[config.mk]
export PLATFORM = sky130hd
export DESIGN_NAME = mem_loader
export DESIGN_NICKNAME = d
export VERILOG_FILES = /design/src/rtl/mem_loader_pkg.sv /design/src/rtl/mem_loader.sv
export SDC_FILE = /design/constraint.sdc
export NUM_CORES = 1
export LEC_CHECK = 0
export ABC_AREA = 1
export BUFFER_PORTS_ARGS = -buffer_cell sky130_fd_sc_hd__buf_2
export CAP_MARGIN = 25
export CORE_UTILIZATION = 30
export CTS_BUF_LIST = sky130_fd_sc_hd__clkbuf_16
export DETAILED_ROUTE_END_ITERATION = 10
export GPL_ROUTABILITY_DRIVEN = 0
export SLEW_MARGIN = 20
export SYNTH_ARGS = -nofsm -noshare
export SYNTH_HDL_FRONTEND = slang
export SYNTH_SLANG_ARGS = --single-unit
[constraint.sdc]
create_clock -name CLOCK_50 -period 2.3 [get_ports CLOCK_50]
set_input_delay 0.46 -clock CLOCK_50 [delete_from_list [all_inputs] [get_ports CLOCK_50]]
set_output_delay 0.46 -clock CLOCK_50 [all_outputs]
set_load 0.005 [all_outputs]
[src/rtl/mem_loader_pkg.sv]
`default_nettype none
// ============================================================================
// Module      : mem_loader_pkg
// Description : Shared definitions for the byte-stream memory loader:
//               default parameter values, header field sizes, FSM state
//               encoding and the frame bounds-check helper.
// Revision    : 1.0 - initial release
// ============================================================================
package mem_loader_pkg;

  localparam int         MEM_DEPTH_DEFAULT = 3000;
  localparam logic [7:0] SYNC_BYTE_DEFAULT = 8'hA5;

  // Header field sizes, in bytes
  localparam int ADDR_BYTES = 4;
  localparam int LEN_BYTES  = 2;

  // Loader FSM state encoding
  typedef logic [2:0] state_t;
  localparam state_t ST_IDLE = 3'd0;
  localparam state_t ST_ADDR = 3'd1;
  localparam state_t ST_LEN  = 3'd2;
  localparam state_t ST_DATA = 3'd3;
  localparam state_t ST_CSUM = 3'd4;
  localparam state_t ST_FIN  = 3'd5;
  localparam state_t ST_FAIL = 3'd6;

  // True when [addr, addr+len) lies inside memory. Evaluated at 33 bits so
  // that a start address near 2^32 cannot wrap around and look in-range.
  function automatic logic frame_fits(input logic [31:0] addr,
                                      input logic [15:0] len,
                                      input int          depth);
    logic [32:0] w_end;
    w_end = {1'b0, addr} + {17'b0, len};
    return (w_end <= 33'(depth));
  endfunction

endpackage : mem_loader_pkg
`default_nettype wire

[src/rtl/mem_loader.sv]
`default_nettype none
// ============================================================================
// Module      : mem_loader
// Description : Receives framed bytes over a valid/ready stream and writes
//               the payload into unified memory while holding the CPU in
//               reset. Frame: SYNC, addr[4] (LSB first), len[2] (LSB first),
//               len data bytes, optional checksum byte.
// Config      : LOADER_CHECKSUM_EN - when defined, a trailing 8-bit
//               additive checksum byte is expected and verified.
// Ports       : CLOCK_50  - clock, rising edge
//               KEY0      - asynchronous active-low reset
//               in_valid / in_data / in_ready - byte stream handshake
//               mem_we / mem_addr / mem_wdata - byte write port
//               cpu_hold  - holds CPU in reset during a load
//               done / err - sticky completion / failure flags
// Revision    : 1.0 - initial release
// ============================================================================
module mem_loader
  import mem_loader_pkg::*;
#(
  parameter int         MEM_DEPTH = MEM_DEPTH_DEFAULT,
  parameter logic [7:0] SYNC_BYTE = SYNC_BYTE_DEFAULT
) (
  input  logic        CLOCK_50,
  input  logic        KEY0,
  input  logic        in_valid,
  input  logic [7:0]  in_data,
  output logic        in_ready,
  output logic        mem_we,
  output logic [31:0] mem_addr,
  output logic [7:0]  mem_wdata,
  output logic        cpu_hold,
  output logic        done,
  output logic        err
);

  localparam logic [2:0] c_addr_last = 3'(ADDR_BYTES - 1);
  localparam logic [2:0] c_len_last  = 3'(LEN_BYTES - 1);

  // Where the FSM goes once the payload is exhausted
`ifdef LOADER_CHECKSUM_EN
  localparam state_t c_after_data = ST_CSUM;
`else
  localparam state_t c_after_data = ST_FIN;
`endif

  state_t      r_state;
  logic [2:0]  r_cnt;
  logic [31:0] r_addr;
  logic [7:0]  r_len_lo;
  logic [15:0] r_rem;
  logic        r_mem_we;
  logic [31:0] r_mem_addr;
  logic [7:0]  r_mem_wdata;
  logic        r_cpu_hold;
  logic        r_done;
  logic        r_err;
`ifdef LOADER_CHECKSUM_EN
  logic [7:0]  r_sum;
`endif

  logic        w_fire;
  logic [15:0] w_len;

  // FIN and FAIL are single bookkeeping cycles; nothing is accepted there
  assign in_ready = (r_state != ST_FIN) && (r_state != ST_FAIL);
  assign w_fire   = in_valid && in_ready;
  // Full length as it will be once the current (MSB) byte is captured
  assign w_len    = {in_data, r_len_lo};

  always_ff @(posedge CLOCK_50 or negedge KEY0) begin
    if (!KEY0) begin
      r_state     <= ST_IDLE;
      r_cnt       <= 3'd0;
      r_addr      <= 32'd0;
      r_len_lo    <= 8'd0;
      r_rem       <= 16'd0;
      r_mem_we    <= 1'b0;
      r_mem_addr  <= 32'd0;
      r_mem_wdata <= 8'd0;
      r_cpu_hold  <= 1'b0;
      r_done      <= 1'b0;
      r_err       <= 1'b0;
`ifdef LOADER_CHECKSUM_EN
      r_sum       <= 8'd0;
`endif
    end else begin
      // Write strobe is a single-cycle pulse
      r_mem_we <= 1'b0;
      case (r_state)
        ST_IDLE: begin
          if (w_fire && (in_data == SYNC_BYTE)) begin
            r_done     <= 1'b0;
            r_err      <= 1'b0;
            r_cpu_hold <= 1'b1;
            r_cnt      <= 3'd0;
`ifdef LOADER_CHECKSUM_EN
            r_sum      <= 8'd0;
`endif
            r_state    <= ST_ADDR;
          end
        end
        ST_ADDR: begin
          if (w_fire) begin
            // LSB arrives first, so shift new bytes in from the top
            r_addr <= {in_data, r_addr[31:8]};
            if (r_cnt == c_addr_last) begin
              r_cnt   <= 3'd0;
              r_state <= ST_LEN;
            end else begin
              r_cnt <= r_cnt + 3'd1;
            end
          end
        end
        ST_LEN: begin
          if (w_fire) begin
            r_len_lo <= in_data;
            if (r_cnt == c_len_last) begin
              r_cnt <= 3'd0;
              r_rem <= w_len;
              if (!frame_fits(r_addr, w_len, MEM_DEPTH)) begin
                r_state <= ST_FAIL;
              end else if (w_len == 16'd0) begin
                r_state <= c_after_data;
              end else begin
                r_state <= ST_DATA;
              end
            end else begin
              r_cnt <= r_cnt + 3'd1;
            end
          end
        end
        ST_DATA: begin
          if (w_fire) begin
            r_mem_we    <= 1'b1;
            r_mem_addr  <= r_addr;
            r_mem_wdata <= in_data;
            r_addr      <= r_addr + 32'd1;
            r_rem       <= r_rem - 16'd1;
`ifdef LOADER_CHECKSUM_EN
            r_sum       <= r_sum + in_data;
`endif
            if (r_rem == 16'd1) begin
              r_state <= c_after_data;
            end
          end
        end
`ifdef LOADER_CHECKSUM_EN
        ST_CSUM: begin
          if (w_fire) begin
            r_state <= (in_data == r_sum) ? ST_FIN : ST_FAIL;
          end
        end
`endif
        ST_FIN: begin
          r_done     <= 1'b1;
          r_cpu_hold <= 1'b0;
          r_state    <= ST_IDLE;
        end
        ST_FAIL: begin
          // CPU stays held: memory contents are only partially loaded
          r_err   <= 1'b1;
          r_state <= ST_IDLE;
        end
        default: begin
          r_state <= ST_IDLE;
        end
      endcase
    end
  end

  assign mem_we    = r_mem_we;
  assign mem_addr  = r_mem_addr;
  assign mem_wdata = r_mem_wdata;
  assign cpu_hold  = r_cpu_hold;
  assign done      = r_done;
  assign err       = r_err;

endmodule : mem_loader
`default_nettype wire

# Word-level counts from Yosys, hierarchy flattened
# Cells that the tools add are included.
[op_classes] n_addsub=4 order_cmp=1 eq_ne=18 muxes=30 n_reduce_logical=18
[op_table] cell="$mux W32" count=2
[op_table] cell="$pmux W32 S2" count=1
[op_table] cell="$mux W16" count=3
[op_table] cell="$mux W3" count=14
[op_table] cell="$add A32 B16 Y33" count=1
[op_table] cell="$le A33 B12 Y1 const B" count=1
[op_table] cell="$add A32 B1 Y32 const B" count=1
[op_table] cell="$pmux W16 S2" count=1
[op_table] cell="$eq A16 B1 Y1 const B" count=1
[op_table] cell="$logic_not A16 Y1" count=1
[op_table] cell="$sub A16 B1 Y16 const B" count=1
[op_table] cell="$ne A2 B2 Y1 const B" count=7
[op_table] cell="$pmux W3 S4" count=1
[op_table] cell="$eq A3 B2 Y1 const B" count=3
[op_table] cell="$pmux W3 S3" count=1
[op_table] cell="$eq A8 B8 Y1 const B" count=1
[op_table] cell="$reduce_and A2 Y1" count=4
[op_table] cell="$reduce_and A4 Y1" count=2
[op_table] cell="$reduce_bool A2 Y1" count=4
[op_table] cell="$reduce_and A7 Y1" count=1
[op_table] cell="$eq A3 B1 Y1 const B" count=2
[op_table] cell="$eq A3 B3 Y1 const B" count=2
[op_table] cell="$ne A3 B3 Y1 const B" count=2
[op_table] cell="$pmux W1 S2" count=3
[op_table] cell="6 further kinds" count=11
[totals] reg_bits=106 in_bits=11 output_inout_bits=45 wordCells=82

# Longest topological paths before layout
# Gate-level depths: netlist of the first run.
[logic_depth] ltp_word=6 depth_mapped=20 mapped_depth_nobuf=20

# Worst setup path after synthesis of the first run
# OpenSTA, ideal clock, no wires.
[synth_path] kind="register to register" start="register r_addr[0]" end="register r_state[1]" setup_time_ps=120 arrival_ps=2237 t_required_ps=2180 slack_ps=-58 stages_incl_launch_ff=18 path_buffers=0 period_less_slack_ps=2358 path_cell_list="dfrtp_1 > ha_1 > fa_1 > nand2_1 > nand3_1 > nand3_1 > nand2_1 > nand2_1 > nand2_1 > nand2_1 > nand2_1 > nand3b_1 > nor2_1 > nand2_1 > nor2_1 > nand2_1 > o21ai_1 > nand2_1"
[synth_between] elab_chain_len=6
[synth_rtl] element="from (decl)" line="mem_loader.sv:49" source="logic [31:0] r_addr;"
[synth_rtl] element="from (signal assigned)" line="mem_loader.sv:106" source="r_addr <= {in_data, r_addr[31:8]};"
[synth_rtl] element="from (signal assigned)" line="mem_loader.sv:138" source="r_addr <= r_addr + 32'd1;"
[synth_rtl] element="$add A32 B16 Y33" line="mem_loader_pkg.sv:34" source="w_end = {1'b0, addr} + {17'b0, len};"
[synth_rtl] element="$le A33 B12 Y1" line="mem_loader_pkg.sv:35" source="return (w_end <= 33'(depth));"
[synth_rtl] element="$mux W3" line="mem_loader.sv:121" source="if (!frame_fits(r_addr, w_len, MEM_DEPTH)) begin"
[synth_rtl] element="$mux W3" line="mem_loader.sv:118" source="if (r_cnt == c_len_last) begin"
[synth_rtl] element="$mux W3" line="mem_loader.sv:116" source="if (w_fire) begin"
[synth_rtl] element="$pmux W3 S4" line="mem_loader.sv:90" source="case (r_state)"
[synth_rtl] element="to (signal assigned)" line="mem_loader.sv:124" source="r_state <= c_after_data;"
[synth_rtl] element="to (signal assigned)" line="mem_loader.sv:144" source="r_state <= c_after_data;"
[synth_rtl] element="to (decl)" line="mem_loader.sv:47" source="state_t r_state;"
# Every way passes these cells. The select of a mux whose other input is x is not followed.
# A chain may end at the register's enable or synchronous reset.

# Worst setup path in the final report of the first run
# Same ends and word-level chain as after synthesis.

==> flow_summary_export.csv, run 1 <==
group,metric,value,unit
drt,vias,7331,
worst_setup_path,crit_path_end_kind,"flip-flop",
timing,fin_crit,2.49,ns
power_and_ir_drop,p_leak,4.68,nW
finish,instances_no_fill,1508,
global_route,grt_antenna_before_repair,1,
synth,ys_types,45,
global_route,grt_start_max_net_pins,69,
worst_setup_path,worstSetupPathType,"reg2reg",
power_and_ir_drop,finalPower,12.3,mW
power_and_ir_drop,p_int,6.40,mW
timing,rsz0062_at_grt,"yes",
finish,multi_input_area,4270,um2
drt,drc,0,
synth,syn_inst,1032,
placement,dpl.cell_count,1478,
finish,final_common_cell,"nand2_1",
worst_setup_path,required,2.57,ns
synth,avgSynthCellArea,6.85,um2
clock_network,cts_made_buffers,9,
placement,dp_hpwl,17200,um
timing,max_freq,402,MHz
timing,period_share,108,%
drt,viasPerCell,4.86,
clock_network,cts_tree,"built",
power_and_ir_drop,clkPwrFrac,13.4,%
clock_network,htreeDepth,3,
floorplan,ios,56,
clock_network,clk_pin_slew,0.08,ns
timing,fin_setup_tns,-0.750,ns
power_and_ir_drop,vdd_drop_max,0.620,mV
floorplan,row_count,55,
clock_network,cts_root_buffer,"clkbuf_16",
power_and_ir_drop,swShare,47.8,%
synth,yosysWarnings,0,
clock_network,numClockSinks,106,
timing,setup_ws,-0.191,ns
worst_setup_path,critical_path_arrival,2.76,ns
finish,final_cell_mix,"273 x nand2_1, 138 x inv_1, 113 x buf_4",
clock_network,clk_latency,0.37,ns
power_and_ir_drop,seqPwrFrac,28.1,%
worst_setup_path,startpoint_type,"flip-flop",
finish,fin_nets,1225,
status,status,"finished with violations",
timing,fin_skew,0.0119,ns
global_route,grt_pass1_wl,36500,um
power_and_ir_drop,p_sw,5.85,mW
timing,slew_headroom,63.8,%
drt,ant_nets,0,
finish,ff_latch_area,2660,um2
floorplan,die_area,24200,um2
synth,synth_nets,1068,
clock_network,hold_buffers,0,
drt,wl_per_cell,15.1,um
floorplan,dieWidth,155,um
global_route,grtUsageTotal,19.5,%
timing,setup_viol,12,
global_route,gr-total-overflow,0,
global_route,first_global_vias,6823,
floorplan,die_y,155,um
floorplan,start_util,30.9,%
drt,drt-total-wl,22800,um
status,violations,"negative setup slack",
finish,area_delta_synth_final,32.9,%
flow_run,maxCapViolCount,0,
placement,portBuffers,55,
finish,drive_above_1_share,25.0,%
finish,fillCellCount,2403,
finish,post-route-util,41.1,%
drt,first_iter_violations,723,
hold_path,min_path_type,"in2async",
timing,hold_viol_final,0,
power_and_ir_drop,power_density,1310,nW/um2
clock_network,clk_path_buf_depth,2,
timing,worst_slew_pin_slew,0.544,ns
synth,synth-seq-cells,106,
power_and_ir_drop,combPwrFrac,58.5,%
synth,seq_area_frac_synth,37.5,%
drt,firstDrtPassIters,5,
timing,maxSlewViolCount,0,
floorplan,core,22800,um2
worst_setup_path,crit_path_max_fanout,3,
synth,syn-cell-area,7060,um2
## kinds of logic (layout without fill, tap and decap cells)
family                   Yosys count  after routing  share of synthesized area (%)
buffers and inverters            170            332                           9.14
multiplexers                       1              1                          0.159
AND/OR/NAND/NOR                  493            493                           29.5
AO/OA/AOI/OAI                    205            205                           15.2
adder cells (fa/ha/maj)           25             25                           4.53
flip-flops                       106            106                           37.5
XOR/XNOR                          32             32                           3.97
other                              0              1                              0
## power by group through the flow
stage | logic (mW) | registers, mW | clock network, mW
2_1_floorplan | 3.70 | 3.37 | 0
3_3_place_gp | 6.30 | 3.38 | 0
3_5_place_dp | 6.37 | 3.38 | 0
4_1_cts | 6.71 | 3.39 | 1.67
5_1_grt | 8.02 | 3.55 | 1.76
6_report | 7.17 | 3.44 | 1.64
## what timing repair did
action | 4_1_cts | 5_1_grt
buffers inserted | 6 | 8
pin swaps | 24 | 34
resized for setup | 55 | 72
endpoints found under the setup margin | 11 | 19
## layer usage
metal,part of all wire [%],GRT usage (%),vias up
met1,49,28.4,3419
met5,0,0,-
met3,6.6,3.26,32
met2,43,29.2,246
met4,2.1,6.02,0
li1,-,-,3634
## area by class of cell
cell class | count | area share, %
Clock inverter | 7 | 0.893
Sequential cell | 106 | 28.3
Timing Repair Buffer | 175 | 13.1
Antenna cell | 1 | 0.0266
Tap cell | 313 | 4.17
Multi-Input combinational cell | 756 | 45.4
Clock buffer | 9 | 2.40
Inverter | 141 | 5.64
## stage by stage
step	cell area, um2	hold slack (ns)	setup WS, ns
4_1_cts	9060	0.0844	-0.218
2_1_floorplan	7070	0.164	0.00413
3_3_place_gp	8470	0.460	-0.630
5_1_grt	9390	0.106	-0.375
3_5_place_dp	8470	0.466	-0.642
6_report	9390	0.0603	-0.191
## critical path, stage by stage (launching register included)
cell and delay [ns]:
dfrtp_1 0.41, ha_2 0.20, fa_2 0.36, buf_6 0.14, nand2_2 0.06, nand3_2 0.08, buf_4 0.15, xnor2_1 0.14
nand2_1 0.10, nand2_1 0.07, nand2_1 0.06, nand2_2 0.10, nand3_2 0.09, nor2_4 0.16, nand2_2 0.07, o21ai_1 0.12
nand2_1 0.06
## state kept, by name (all words and copies together), names as in the netlist
register,flops
done,1
r_state,3
r_addr,32
r_cnt,3
err,1
r_len_lo,8
r_rem,16
mem_we,1
cpu_hold,1
mem_addr,32
mem_wdata,8
## path summary, 6_finish.rpt
path	slack [ns]	depth (start not counted)	startpoint	to
worst max-delay path	-0.19	16	r_addr[0]$_DFFE_PN0P_	r_state[1]$_DFFE_PN0P_
worst min-delay path	0.06	1	KEY0	mem_addr[18]$_DFFE_PN0P_
worst max register to register	-0.19	16	r_addr[0]$_DFFE_PN0P_	r_state[1]$_DFFE_PN0P_
worst min register to register	0.48	2	mem_addr[21]$_DFFE_PN0P_	mem_addr[21]$_DFFE_PN0P_
max in group asynchronous	1.65	2	KEY0	r_len_lo[2]$_DFFE_PN0P_
min in group CLOCK_50	0.47	3	in_valid	mem_we$_DFF_PN0_
## cells in the mapped netlist
cell / number / share of area, %
a211oi_1: 1 / 0.11
o21ai_2: 1 / 0.12
ha_1: 24 / 4.3
nor2_4: 2 / 0.32
xor2_1: 30 / 3.7
a311oi_1: 1 / 0.12
buf_2: 5 / 0.35
o211ai_1: 1 / 0.11
fa_1: 1 / 0.28
nand4_1: 9 / 0.80
nor3_2: 1 / 0.14
o221ai_1: 1 / 0.12
nand3_1: 43 / 3.0
a21oi_1: 51 / 3.6
a22oi_1: 3 / 0.32
nor3_4: 2 / 0.46
mux2_2: 1 / 0.16
clkbuf_2: 1 / 0.071
o21ai_0: 126 / 8.9
xnor2_1: 2 / 0.25
o22ai_1: 4 / 0.35
a31oi_1: 3 / 0.27
clkbuf_1: 22 / 1.2
nor2_2: 3 / 0.27
nand2_2: 2 / 0.18
o21ai_1: 8 / 0.57
or3_1: 2 / 0.18
nand3_2: 5 / 0.71
clkinv_1: 1 / 0.053
nor3b_1: 1 / 0.11
inv_2: 1 / 0.053
inv_1: 139 / 7.4
dfrtp_1: 106 / 38
nand2_1: 309 / 16
nor3_1: 14 / 0.99
o31ai_1: 2 / 0.21
nor4_1: 9 / 0.80
nand3b_1: 3 / 0.32
o21a_1: 1 / 0.11
nor2_1: 86 / 4.6
buf_1: 1 / 0.053
a21o_1: 1 / 0.11
a22o_1: 1 / 0.12
or2_1: 1 / 0.089
or2_2: 1 / 0.089
Power figures use the tool's default switching activity.
==> run 2: changes to the inputs <==
--- a/config.mk
+++ b/config.mk
@@ -10,8 +10,10 @@
 export CAP_MARGIN = 25
 export CORE_UTILIZATION = 30
 export CTS_BUF_LIST = sky130_fd_sc_hd__clkbuf_16
+export CTS_CLUSTER_SIZE = 40
 export DETAILED_ROUTE_END_ITERATION = 10
 export GPL_ROUTABILITY_DRIVEN = 0
+export SKIP_LAST_GASP = 1
 export SLEW_MARGIN = 20
 export SYNTH_ARGS = -nofsm -noshare
 export SYNTH_HDL_FRONTEND = slang
==> run 2 against run 1 <==
Against the previous run:
- sequential share of layout area barely moved
- worst setup slack improved by 0.0030 ns
- maximum frequency rose by 0.12%
- combinational power barely moved
- clock power barely moved
- the run still ends with negative setup slack left
==> flow_summary_export.csv, run 2 (synthesis results as in run 1) <==
group,metric,value,unit
status,status,"finished with violations",
status,violations,"negative setup slack",
clock_network,cts_made_buffers,9,
clock_network,cts_root_buffer,"clkbuf_16",
timing,slew_headroom,64.1,%
clock_network,clk_path_buf_depth,2,
placement,placed_area,8470,um2
drt,ant_nets,0,
clock_network,numClockSinks,106,
finish,stdcell_area,9380,um2
power_and_ir_drop,vdd_drop_max,0.615,mV
timing,rsz0062_at_grt,"yes",
power_and_ir_drop,p_int,6.40,mW
worst_setup_path,crit_path_end_kind,"flip-flop",
timing,setup_viol,11,
global_route,first_global_vias,6823,
power_and_ir_drop,clkPwrFrac,13.4,%
floorplan,ios,56,
clock_network,hold_buffers,0,
global_route,grt_util_met3,3.26,%
finish,area_delta_synth_final,32.8,%
finish,multi_input_area,4260,um2
timing,fin_crit,2.49,ns
drt,drc,0,
global_route,grt_pass1_wl,36500,um
power_and_ir_drop,p_sw,5.84,mW
finish,fillCellCount,2403,
floorplan,row_count,55,
timing,setup_ws,-0.187,ns
global_route,gr-usage-met2,29.2,%
global_route,gr-total-overflow,0,
finish,ff_latch_area,2660,um2
worst_setup_path,crit_top_cell,"nand2_1",
floorplan,die_y,155,um
finish,post-route-util,41.1,%
global_route,grt_antenna_before_repair,1,
power_and_ir_drop,swShare,47.7,%
global_route,use_met1,28.4,%
timing,fin_setup_tns,-0.806,ns
timing,fin_skew,0.0109,ns
clock_network,htreeDepth,3,
drt,firstDrtPassIters,7,
clock_network,clk_pin_slew,0.08,ns
placement,dp_hpwl,17200,um
floorplan,die_area,24200,um2
power_and_ir_drop,power_density,1300,nW/um2
placement,dpl.cell_count,1478,
finish,fin_nets,1225,
hold_path,min_path_type,"in2async",
worst_setup_path,worstSetupPathType,"reg2reg",
timing,whs,0.0603,ns
global_route,grt_start_max_net_pins,69,
timing,hold_viol_final,0,
clock_network,clk_latency,0.37,ns
timing,max_freq,402,MHz
placement,portBuffers,55,
finish,instances_no_fill,1507,
timing,maxSlewViolCount,0,
drt,viasPerCell,4.83,
floorplan,start_util,30.9,%
drt,drt-total-wl,22800,um
flow_run,maxCapViolCount,0,
power_and_ir_drop,finalPower,12.2,mW
worst_setup_path,cp_cell_sequence,"ha_2 > fa_2 > buf_6 > nand2_2 > nand3_2 > buf_4 > xnor2_1 > nand2_1 > nand2_1 > nand2_1 > nand2_2 > nand3_2 > nor2_4 > nand2_2 > o21ai_1 > nand2_1",
floorplan,core,22800,um2
worst_setup_path,crit_path_max_fanout,3,
clock_network,cts_tree,"built",
worst_setup_path,critical_path.max_stage_delay,0.41,ns
power_and_ir_drop,combPwrFrac,58.5,%
drt,wl_per_cell,15.1,um
power_and_ir_drop,seqPwrFrac,28.1,%
worst_setup_path,startpoint_type,"flip-flop",
finish,drive_above_1_share,24.9,%
worst_setup_path,required,2.57,ns
drt,vias,7282,
worst_setup_path,critical_path_arrival,2.75,ns
finish,diodes,0,
timing,worst_slew_pin_slew,0.534,ns
finish,final_common_cell,"nand2_1",
timing,period_share,108,%
power_and_ir_drop,p_leak,4.68,nW
placement,place_ws,-0.642,ns
floorplan,dieWidth,155,um
global_route,grtUsageTotal,19.5,%
finish,final_cell_mix,"273 x nand2_1, 138 x inv_1, 113 x buf_4",
global_route,top_usage_layer,"met2",
drt,first_iter_violations,677,
worst_setup_path,cp_slowest_cell,"dfrtp_1",
run 2: cell count changes in the layout (fill, tap and decap cells not counted):
cell     change
nor2_4       -1
diode_2      -1
nor2_1       +1
run 2: final timing paths:
check,from,to,slack (ns),depth (start not counted)
setup reg to reg,r_addr[0]$_DFFE_PN0P_,r_state[1]$_DFFE_PN0P_,-0.19,16
hold reg to reg,mem_addr[23]$_DFFE_PN0P_,mem_addr[23]$_DFFE_PN0P_,0.48,2
setup / recovery,r_addr[0]$_DFFE_PN0P_,r_state[1]$_DFFE_PN0P_,-0.19,16
hold / removal,KEY0,mem_addr[18]$_DFFE_PN0P_,0.06,1
max in group asynchronous,KEY0,r_len_lo[2]$_DFFE_PN0P_,1.65,2
min in group CLOCK_50,in_valid,mem_we$_DFF_PN0_,0.46,3
run 2: area by class of cell:
class	count	share of cell area (%)
inverters	141	5.64
clock buffers	9	2.40
well taps	313	4.17
flip-flops and latches	106	28.3
multi-input cells	756	45.4
repair buffers	175	13.2
clock inverters	7	0.894
run 2: critical path, delay by kind of cell (launching register included):
kind	cells	cell delay [ns]
flops	1	0.41
fa+ha+maj	2	0.56
compound gates	1	0.12
xor+xnor	1	0.14
simple gates	10	0.85
buf+inv	2	0.29
run 2: what timing repair did:
action	in CTS	in global routing
endpoints found under the hold margin	0	0
pin swaps	24	34
gates resized for setup	55	70
endpoints found under the setup margin	11	19
buffers inserted	6	8
run 2: power by group through the flow:
| stage | Sequential (mW) | Combinational (mW) | Clock (mW) |
|---|---|---|---|
| 4_1_cts | 3.39 | 6.71 | 1.67 |
| 3_3_place_gp | 3.38 | 6.30 | 0 |
| 2_1_floorplan | 3.37 | 3.70 | 0 |
| 3_5_place_dp | 3.38 | 6.37 | 0 |
| 6_report | 3.44 | 7.17 | 1.64 |
| 5_1_grt | 3.55 | 8.01 | 1.76 |
run 2: routing by layer:
layer,vias up,part of all wire (%)
met4,0,2.2
li1,3636,-
met5,-,0
met2,249,42
met1,3361,49
met3,36,6.3
